$ cat src/rtl/pc_seq_pkg.sv
// Shared types and helpers for the fetch/PC sequencer: FSM state encoding,
// default widths, reset vector and a generic two's-complement sign extender.
package pc_seq_pkg;

   localparam int unsigned ADDR_W_DEF    = 16;
   localparam int unsigned DATA_W_DEF    = 16;
   localparam int unsigned OFF_W_DEF     = 9;
   localparam logic [15:0] RESET_VEC_DEF = 16'h3000;

   typedef enum logic [1:0] {
      IDLE    = 2'b00,
      REQ     = 2'b01,
      ISSUE   = 2'b10,
      RESOLVE = 2'b11
   } state_t;

   // Sign-extends the low 'width' bits of val to 32 bits; callers cast down.
   function automatic logic [31:0] sext32(input logic [31:0] val, input int unsigned width);
      logic [31:0] w_shl;
      w_shl = val << (32 - width);
      return $signed(w_shl) >>> (32 - width);
   endfunction

endpackage

$ cat src/rtl/pc_next_calc.sv
// Next-PC computation: pc+1 for fall-through, pc+1+sext(offset) for a taken
// branch. Purely combinational; all sums wrap modulo 2^ADDR_W.
module pc_next_calc
   import pc_seq_pkg::*;
#(
   parameter int unsigned ADDR_W = ADDR_W_DEF,
   parameter int unsigned OFF_W  = OFF_W_DEF
)(
   input  logic [ADDR_W-1:0] i_pc,
   input  logic              i_taken,
   input  logic [OFF_W-1:0]  i_off,
   output logic [ADDR_W-1:0] o_pc_next
);

   logic [ADDR_W-1:0] w_off_ext;
   logic [ADDR_W-1:0] w_pc_inc;

   assign w_off_ext = ADDR_W'(sext32(32'(i_off), OFF_W));
   assign w_pc_inc  = i_pc + ADDR_W'(1);
   assign o_pc_next = i_taken ? (w_pc_inc + w_off_ext) : w_pc_inc;

endmodule

$ cat src/rtl/pc_seq.sv
// Fetch/PC sequencer: one instruction in flight (REQ -> ISSUE -> RESOLVE).
// Optional taken-branch counter enabled by defining PC_SEQ_BR_CNT_EN.
module pc_seq
   import pc_seq_pkg::*;
#(
   parameter int unsigned       ADDR_W    = ADDR_W_DEF,
   parameter int unsigned       DATA_W    = DATA_W_DEF,
   parameter int unsigned       OFF_W     = OFF_W_DEF,
   parameter logic [ADDR_W-1:0] RESET_VEC = ADDR_W'(RESET_VEC_DEF)
)(
   input  logic              clka,
   input  logic              reset_in,
   output logic              imem_req_out,
   output logic [ADDR_W-1:0] imem_addr_out,
   input  logic              imem_ack_in,
   input  logic [DATA_W-1:0] imem_rdata_in,
   output logic [DATA_W-1:0] instr_out,
   output logic              instr_valid_out,
   input  logic              instr_ready_in,
   input  logic              br_valid_in,
   input  logic              pc_ctl_0_in,
   input  logic [OFF_W-1:0]  br_off_in,
   output logic [ADDR_W-1:0] pc_out,
`ifdef PC_SEQ_BR_CNT_EN
   output logic [15:0]       br_taken_cnt_out,
`endif
   output logic [1:0]        state_out
);

   state_t            r_state;
   state_t            w_state_nxt;
   logic [ADDR_W-1:0] r_pc;
   logic [ADDR_W-1:0] w_pc_next;
   logic [DATA_W-1:0] r_instr;
   logic              r_instr_valid;
   logic              w_capture;
   logic              w_release;
   logic              w_pc_load;

   pc_next_calc #(
      .ADDR_W (ADDR_W),
      .OFF_W  (OFF_W)
   ) u_pc_next_calc (
      .i_pc      (r_pc),
      .i_taken   (pc_ctl_0_in),
      .i_off     (br_off_in),
      .o_pc_next (w_pc_next)
   );

   // NOTE: sequential state uses non-blocking assignments so every register
   // samples pre-edge values regardless of process evaluation order.
   always_ff @(posedge clka or posedge reset_in) begin
      if (reset_in) r_state <= IDLE;
      else          r_state <= w_state_nxt;
   end

   // NOTE: every output of this block gets a default first, so no path can
   // leave a signal unassigned and infer a latch.
   always_comb begin
      w_state_nxt = r_state;
      w_capture   = 1'b0;
      w_release   = 1'b0;
      w_pc_load   = 1'b0;
      case (r_state)
         IDLE:    w_state_nxt = REQ;
         REQ: begin
            if (imem_ack_in) begin
               w_state_nxt = ISSUE;
               w_capture   = 1'b1;
            end
         end
         ISSUE: begin
            if (instr_ready_in) begin
               w_state_nxt = RESOLVE;
               w_release   = 1'b1;
            end
         end
         RESOLVE: begin
            if (br_valid_in) begin
               w_state_nxt = REQ;
               w_pc_load   = 1'b1;
            end
         end
         default: w_state_nxt = IDLE;
      endcase
   end

   always_ff @(posedge clka or posedge reset_in) begin
      if (reset_in) begin
         r_pc          <= RESET_VEC;
         r_instr       <= '0;
         r_instr_valid <= 1'b0;
      end else begin
         if (w_capture) begin
            r_instr       <= imem_rdata_in;
            r_instr_valid <= 1'b1;
         end else if (w_release) begin
            r_instr_valid <= 1'b0;
         end
         if (w_pc_load) r_pc <= w_pc_next;
      end
   end

`ifdef PC_SEQ_BR_CNT_EN
   logic [15:0] r_br_cnt;

   // Saturating count of taken resolutions.
   always_ff @(posedge clka or posedge reset_in) begin
      if (reset_in)                                        r_br_cnt <= '0;
      else if (w_pc_load && pc_ctl_0_in && (r_br_cnt != 16'hFFFF)) r_br_cnt <= r_br_cnt + 16'd1;
   end

   assign br_taken_cnt_out = r_br_cnt;
`endif

   // Request and address follow the state register, so reset clears them at once.
   assign imem_req_out    = (r_state == REQ);
   assign imem_addr_out   = r_pc;
   assign instr_out       = r_instr;
   assign instr_valid_out = r_instr_valid;
   assign pc_out          = r_pc;
   assign state_out       = r_state;

endmodule

$ cat config.mk
export PLATFORM = sky130hd
export DESIGN_NAME = pc_seq
export DESIGN_NICKNAME = d
export VERILOG_FILES = /design/src/rtl/pc_seq_pkg.sv /design/src/rtl/pc_next_calc.sv /design/src/rtl/pc_seq.sv
export SDC_FILE = /design/constraint.sdc
export NUM_CORES = 1
export LEC_CHECK = 0
export ABC_AREA = 1
export BUFFER_PORTS_ARGS = -buffer_cell sky130_fd_sc_hd__buf_2
export CORE_ASPECT_RATIO = 0.8
export CORE_MARGIN = 5
export CORE_UTILIZATION = 51
export CTS_CLUSTER_DIAMETER = 50
export DETAILED_ROUTE_END_ITERATION = 7
export HOLD_SLACK_MARGIN = 0.03
export PLACE_DENSITY = 0.9
export SLEW_MARGIN = 20
export SYNTH_ARGS = -nofsm -noshare
export SYNTH_HDL_FRONTEND = slang
export SYNTH_SLANG_ARGS = --single-unit
$ cat constraint.sdc
create_clock -name clka -period 3.7 [get_ports clka]
set_input_delay 0.185 -clock clka [delete_from_list [all_inputs] [get_ports clka]]
set_output_delay 0.185 -clock clka [all_outputs]
set_load 0.005 [all_outputs]
# Word-level counts from Yosys, hierarchy flattened
# Index checks and enable logic that the tools add are counted.
# word_totals
register_bits,35
in_bits,31
wordCells,28
# op_classes
add_sub_neg,2
eq_ne,6
n_mux,13
n_reduce_logical,3
# op_table
cell,count
$add A16 B1 Y16 const B,1
$add A16 B16 Y16,1
$mux W16,1
$mux W1,8
$pmux W2 S4,1
$mux W2,3
$eq A2 B2 Y1 const B,2
$ne A2 B2 Y1 const B,2
$reduce_and A3 Y1,1
$eq A2 B1 Y1 const B,1
$logic_not A2 Y1,1
$ne A2 B1 Y1 const B,1
$reduce_bool A2 Y1,1

# Longest topological paths before layout
# depth
ltp_word,4
depth_mapped,20

# Modules after synthesis
# From an unflattened synthesis, not the netlist that was laid out.
# hier_totals
hier_cells,433
area_unflattened_um2,3052.9
# modules_own_cells
module,n_inst,cells_per_inst,area_per_inst_um2,seq_area_each_um2
pc_seq,1,184,1687.9,878.3
pc_next_calc,1,249,1365.1,0.0

# Worst setup path after synthesis
# No wires, ideal clock.
# synth_path
kind,reg-to-reg
startpoint,"register r_pc[1], in the netlist imem_addr_out[1]"
endpoint,"register r_pc[13], in the netlist imem_addr_out[13]"
arrival_ns,2.298
setup_slack_ns,1.321
stages_incl_launch_ff,17
path_cell_list,dfrtp_1 ha_1 nand2_1 inv_1 nand3_4 nor3_4 nand2_1 or2_1 nand2_1 ha_1 nand2_1 nand2_1 o21bai_1 a21oi_1 nand3_1 a21oi_1 o21ai_1
# synth_via
elab_chain_cells,3
# synth_lines
item,line_no,source
from (decl),pc_seq.sv:32,logic [ADDR_W-1:0] r_pc;
from (signal assigned),pc_seq.sv:100,if (w_pc_load) r_pc <= w_pc_next;
$add A16 B1 Y16 *,pc_next_calc.sv:19,assign w_pc_inc = i_pc + ADDR_W'(1);
$add A16 B16 Y16,pc_next_calc.sv:20,assign o_pc_next = i_taken ? (w_pc_inc + w_off_ext) : w_pc_inc;
$mux W16 *,pc_next_calc.sv:20,
# Mark *: on every way between the ends. The rest lies on a longest branch, timed or not.
# A chain may end at the register's enable or synchronous reset.

# Final worst setup path
# layout_path
startpoint,"register r_pc[0], in the netlist imem_addr_out[0]"
endpoint,"register r_pc[14], in the netlist imem_addr_out[14]"
# Same word-level chain as after synthesis.

==> qor.yml <==
ys_warn_count: 0
critPathCaptureType: "register"
setup_viol: 0
worst-slew-pin-transition_ns: 0.6799
die_w_um: 94.20
diodes: 0
outcome: "complete, no violations"
yosysTopAreaCellShare_pct: 28.55
p_comb_share_pct: 60.3
ctsResizeCount: 0
cp_num_buf_inv: 2
die_y_um: 77.36
synth.avg_cell_area_um2: 7.533
overflow: 0
crit_top_cell: "nand2_1"
swShare_pct: 46.28
share_clk_of_total_power_pct: 12.4
fin_tns_setup_ns: 0
dieArea_um2: 7287
pin_count: 83
layout.cells.non_filler: 531
ys_types: 37
p_int_mw: 1.530
worstPathArrival_ns: 2.90
critPathKind: "reg -> reg"
num_vias: 2685
max_cap_violations: 0
tritoncts: "done"
crit_fanout: 6
synth_seq_area_share_pct: 30.36
route.detailed.drc: 0
finalClockSkew_ns: 0.007540
ys_ff_latch: 35
synth_area_leader_cell: "dfrtp_1"
slowest_delay_ns: 0.44
hold_start: "imem_rdata_in[9]"
ir_drop_uv: 346.0
grt_use_total_pct: 20.72
cts_root_buffer: "clkbuf_8"
syn_to_final_growth_pct: 16.31
leakage_nw: 1.916
hold_violations: 0
hold_path.class: "in -> reg"
grt_pass1_wl_um: 12190
clk_pin_slew_ns: 0.08
io_buffers: 82
synth_area_leaders: "dfrtp_1 29%, nand2_1 13%, ha_1 10%"
rsz0062_at_grt: "no"
clock_latency_ns: 0.29
antenna_found_initial: 0
wl_per_cell_um: 13.78
crit_path_cell_trace: "ha_1 -> nand2_1 -> inv_1 -> nand3_4 -> nor2_1 -> nand2_1 -> xnor2_1 -> ha_1 -> nand2_1 -> inv_1 -> nand2_1 -> nand3_1 -> a21oi_1 -> nand2_1 -> nand2_1 -> nand3_1 -> nand2_1 -> nand2_1"
dp_cells: 522
postCtsSetupBuffers: 0
grt_pass1_vias: 2683
crit_family: "simple AND/OR/NAND/NOR gates"
fmax_mhz: 368.3
switchingPower_mw: 1.318
clock-sinks: 35
cts_buffer_depth: 2
rr_startpoint: "imem_addr_out[0]"
h-tree-depth: 2
top_layer: "met4"
grt_max_degree: 36
globalplace.congestion: 0.8923
period_minus_slack_ns: 2.715
wl_met2_um: 3733
dp_hpwl_um: 5819
cts_made_buffers: 5
start_kind: "register"
dr_wl_met3_um: 445
nets: 508
design.core.area_um2: 5465
final-max-slew-violation-count: 0
crit_slowest_cell: "dfrtp_1"
pwr-share-seq_pct: 27.2
max-slew-margin-rel_pct: 54.57
avgViaCountPerCell: 5.056
drive_above_1_share_pct: 27.15
power.density_nw_per_um2: 846.6
cp-startpoint: "imem_addr_out[0]"
met1Wirelength_um: 3045
first_pass_iters: 4
dr.first_iter.drc_count: 123
synthesis.instances: 384
routed_wirelength_um: 7316
synth_nets: 440
fill_cells: 497
synth_area_um2: 2893
ant_nets: 0
rows: 24
holdWs_ns: 0.1174
cp.required_ns: 3.88
start_util_pct: 52.93
min_period_over_period_pct: 73.39
-- synth_stat cells --
library cell    n
nor3_1          1
clkbuf_1        1
nor2_1         29
or2_1           1
o21ai_1         5
nand2_2         4
o22ai_1         3
nor3_4          1
o221ai_1        1
or2_2           2
fa_1            1
o211ai_1        2
buf_2           3
xnor2_1         4
nand2_4         1
o21ai_0        12
mux2_2         16
o21bai_1        3
nor2_2          3
dfstp_2         2
buf_4          16
dfrtp_1        33
and2_1          1
a31oi_1         1
buf_6           2
a21o_1          2
inv_1          49
nand3_4         1
nand3_1        23
xor2_1         13
nand3b_1        2
nand2_1       104
a21oi_1        15
ha_1           24
clkbuf_2        1
inv_2           1
xor2_2          1
-- cells in the final DEF (no fill, tap or decap), types with 2 or more instances in the layout --
| master | count |
|---|---|
| a21o_1 | 2 |
| o21ai_1 | 5 |
| xor2_1 | 13 |
| inv_1 | 49 |
| buf_2 | 82 |
| ha_1 | 24 |
| or2_2 | 2 |
| a21oi_1 | 15 |
| nand2_1 | 104 |
| o211ai_1 | 2 |
| nand3b_1 | 2 |
| o21ai_0 | 12 |
| dfstp_2 | 2 |
| nor2_1 | 29 |
| nor2_2 | 3 |
| clkbuf_8 | 5 |
| o21bai_1 | 3 |
| nand3_1 | 23 |
| nand2_2 | 4 |
| mux2_2 | 16 |
| o22ai_1 | 3 |
| dfrtp_1 | 33 |
| xnor2_1 | 4 |
-- worst paths after layout --
kind                                     end  slack [ns]  cells after the start
min reg2reg                  instr_valid_out        0.50                      2
min                             instr_out[9]        0.12                      2
min in group asynchronous      instr_out[13]        0.58                      4
max in group asynchronous  imem_addr_out[13]        2.77                      4
max reg2reg                imem_addr_out[14]        0.98                     18
max                        imem_addr_out[14]        0.98                     18
-- timing repair --
action / in CTS / in global routing
hold buffers: 1 / 0
endpoints found under the hold margin: 33 / 0
endpoints found under the setup margin: 0 / 0
-- layer usage --
metal  vias up  global-route usage, %
li1       1340                      -
met1      1251                  26.42
met2        82                  36.12
met3        12                  4.449
met4         0                  4.473
met5         -                      0
-- worst register-to-register path, delay by kind of cell, from the launching register on --
kind            cells  cell delay (ns)
xor+xnor            1             0.23
buf+inv             2             0.17
fa+ha+maj           2             0.53
compound gates      1             0.23
simple gates       12             1.01
flops               1             0.44
-- power by group through the flow --
stage               combinational, mW  clock, mW  sequential, mW
floorplan                        1.25          0           0.774
global placement                 1.65          0           0.764
detailed placement               1.71          0           0.781
CTS                              1.72      0.356           0.775
global route                     1.94      0.377           0.815
finish                           1.72      0.354           0.776
-- flip-flops by register name (all words and copies together) (netlist names) --
| signal | flops |
|---|---|
| state_out | 2 |
| instr_out | 16 |
| instr_valid_out | 1 |
| imem_addr_out | 16 |
-- final cells by class --
cell class / count / area (µm²) / share of cell area [%]
repair buffers: 84 / 427.9 / 12.72
well taps: 78 / 97.59 / 2.901
multi-input cells: 276 / 1660 / 49.35
flip-flops and latches: 35 / 878.3 / 26.11
clock buffers: 5 / 68.82 / 2.045
inverters: 50 / 187.7 / 5.578
clock inverters: 3 / 43.79 / 1.302
-- per-stage QoR --
stage	cell area, µm²	util (%)	power, mW	worst slack (ns)
2_1_floorplan	2893	-	2.022	1.321
3_3_place_gp	3242	59.32	2.411	1.114
3_5_place_dp	3242	59.32	2.493	1.056
4_1_cts	3364	61.56	2.855	1.042
5_1_grt	3364	61.56	3.131	0.7731
6_report	3364	61.56	2.848	0.9846
-- kinds of logic after synthesis --
logic type / count (synthesis) / share of synthesized area [%]
XOR/XNOR: 18 / 5.709
flip-flops: 35 / 30.36
AO/OA/AOI/OAI: 44 / 8.521
buffers and inverters: 73 / 12.24
multiplexers: 16 / 6.228
adder cells (fa/ha/maj): 25 / 11.07
AND/OR/NAND/NOR: 173 / 25.86
(Power assumes the default switching activity.)
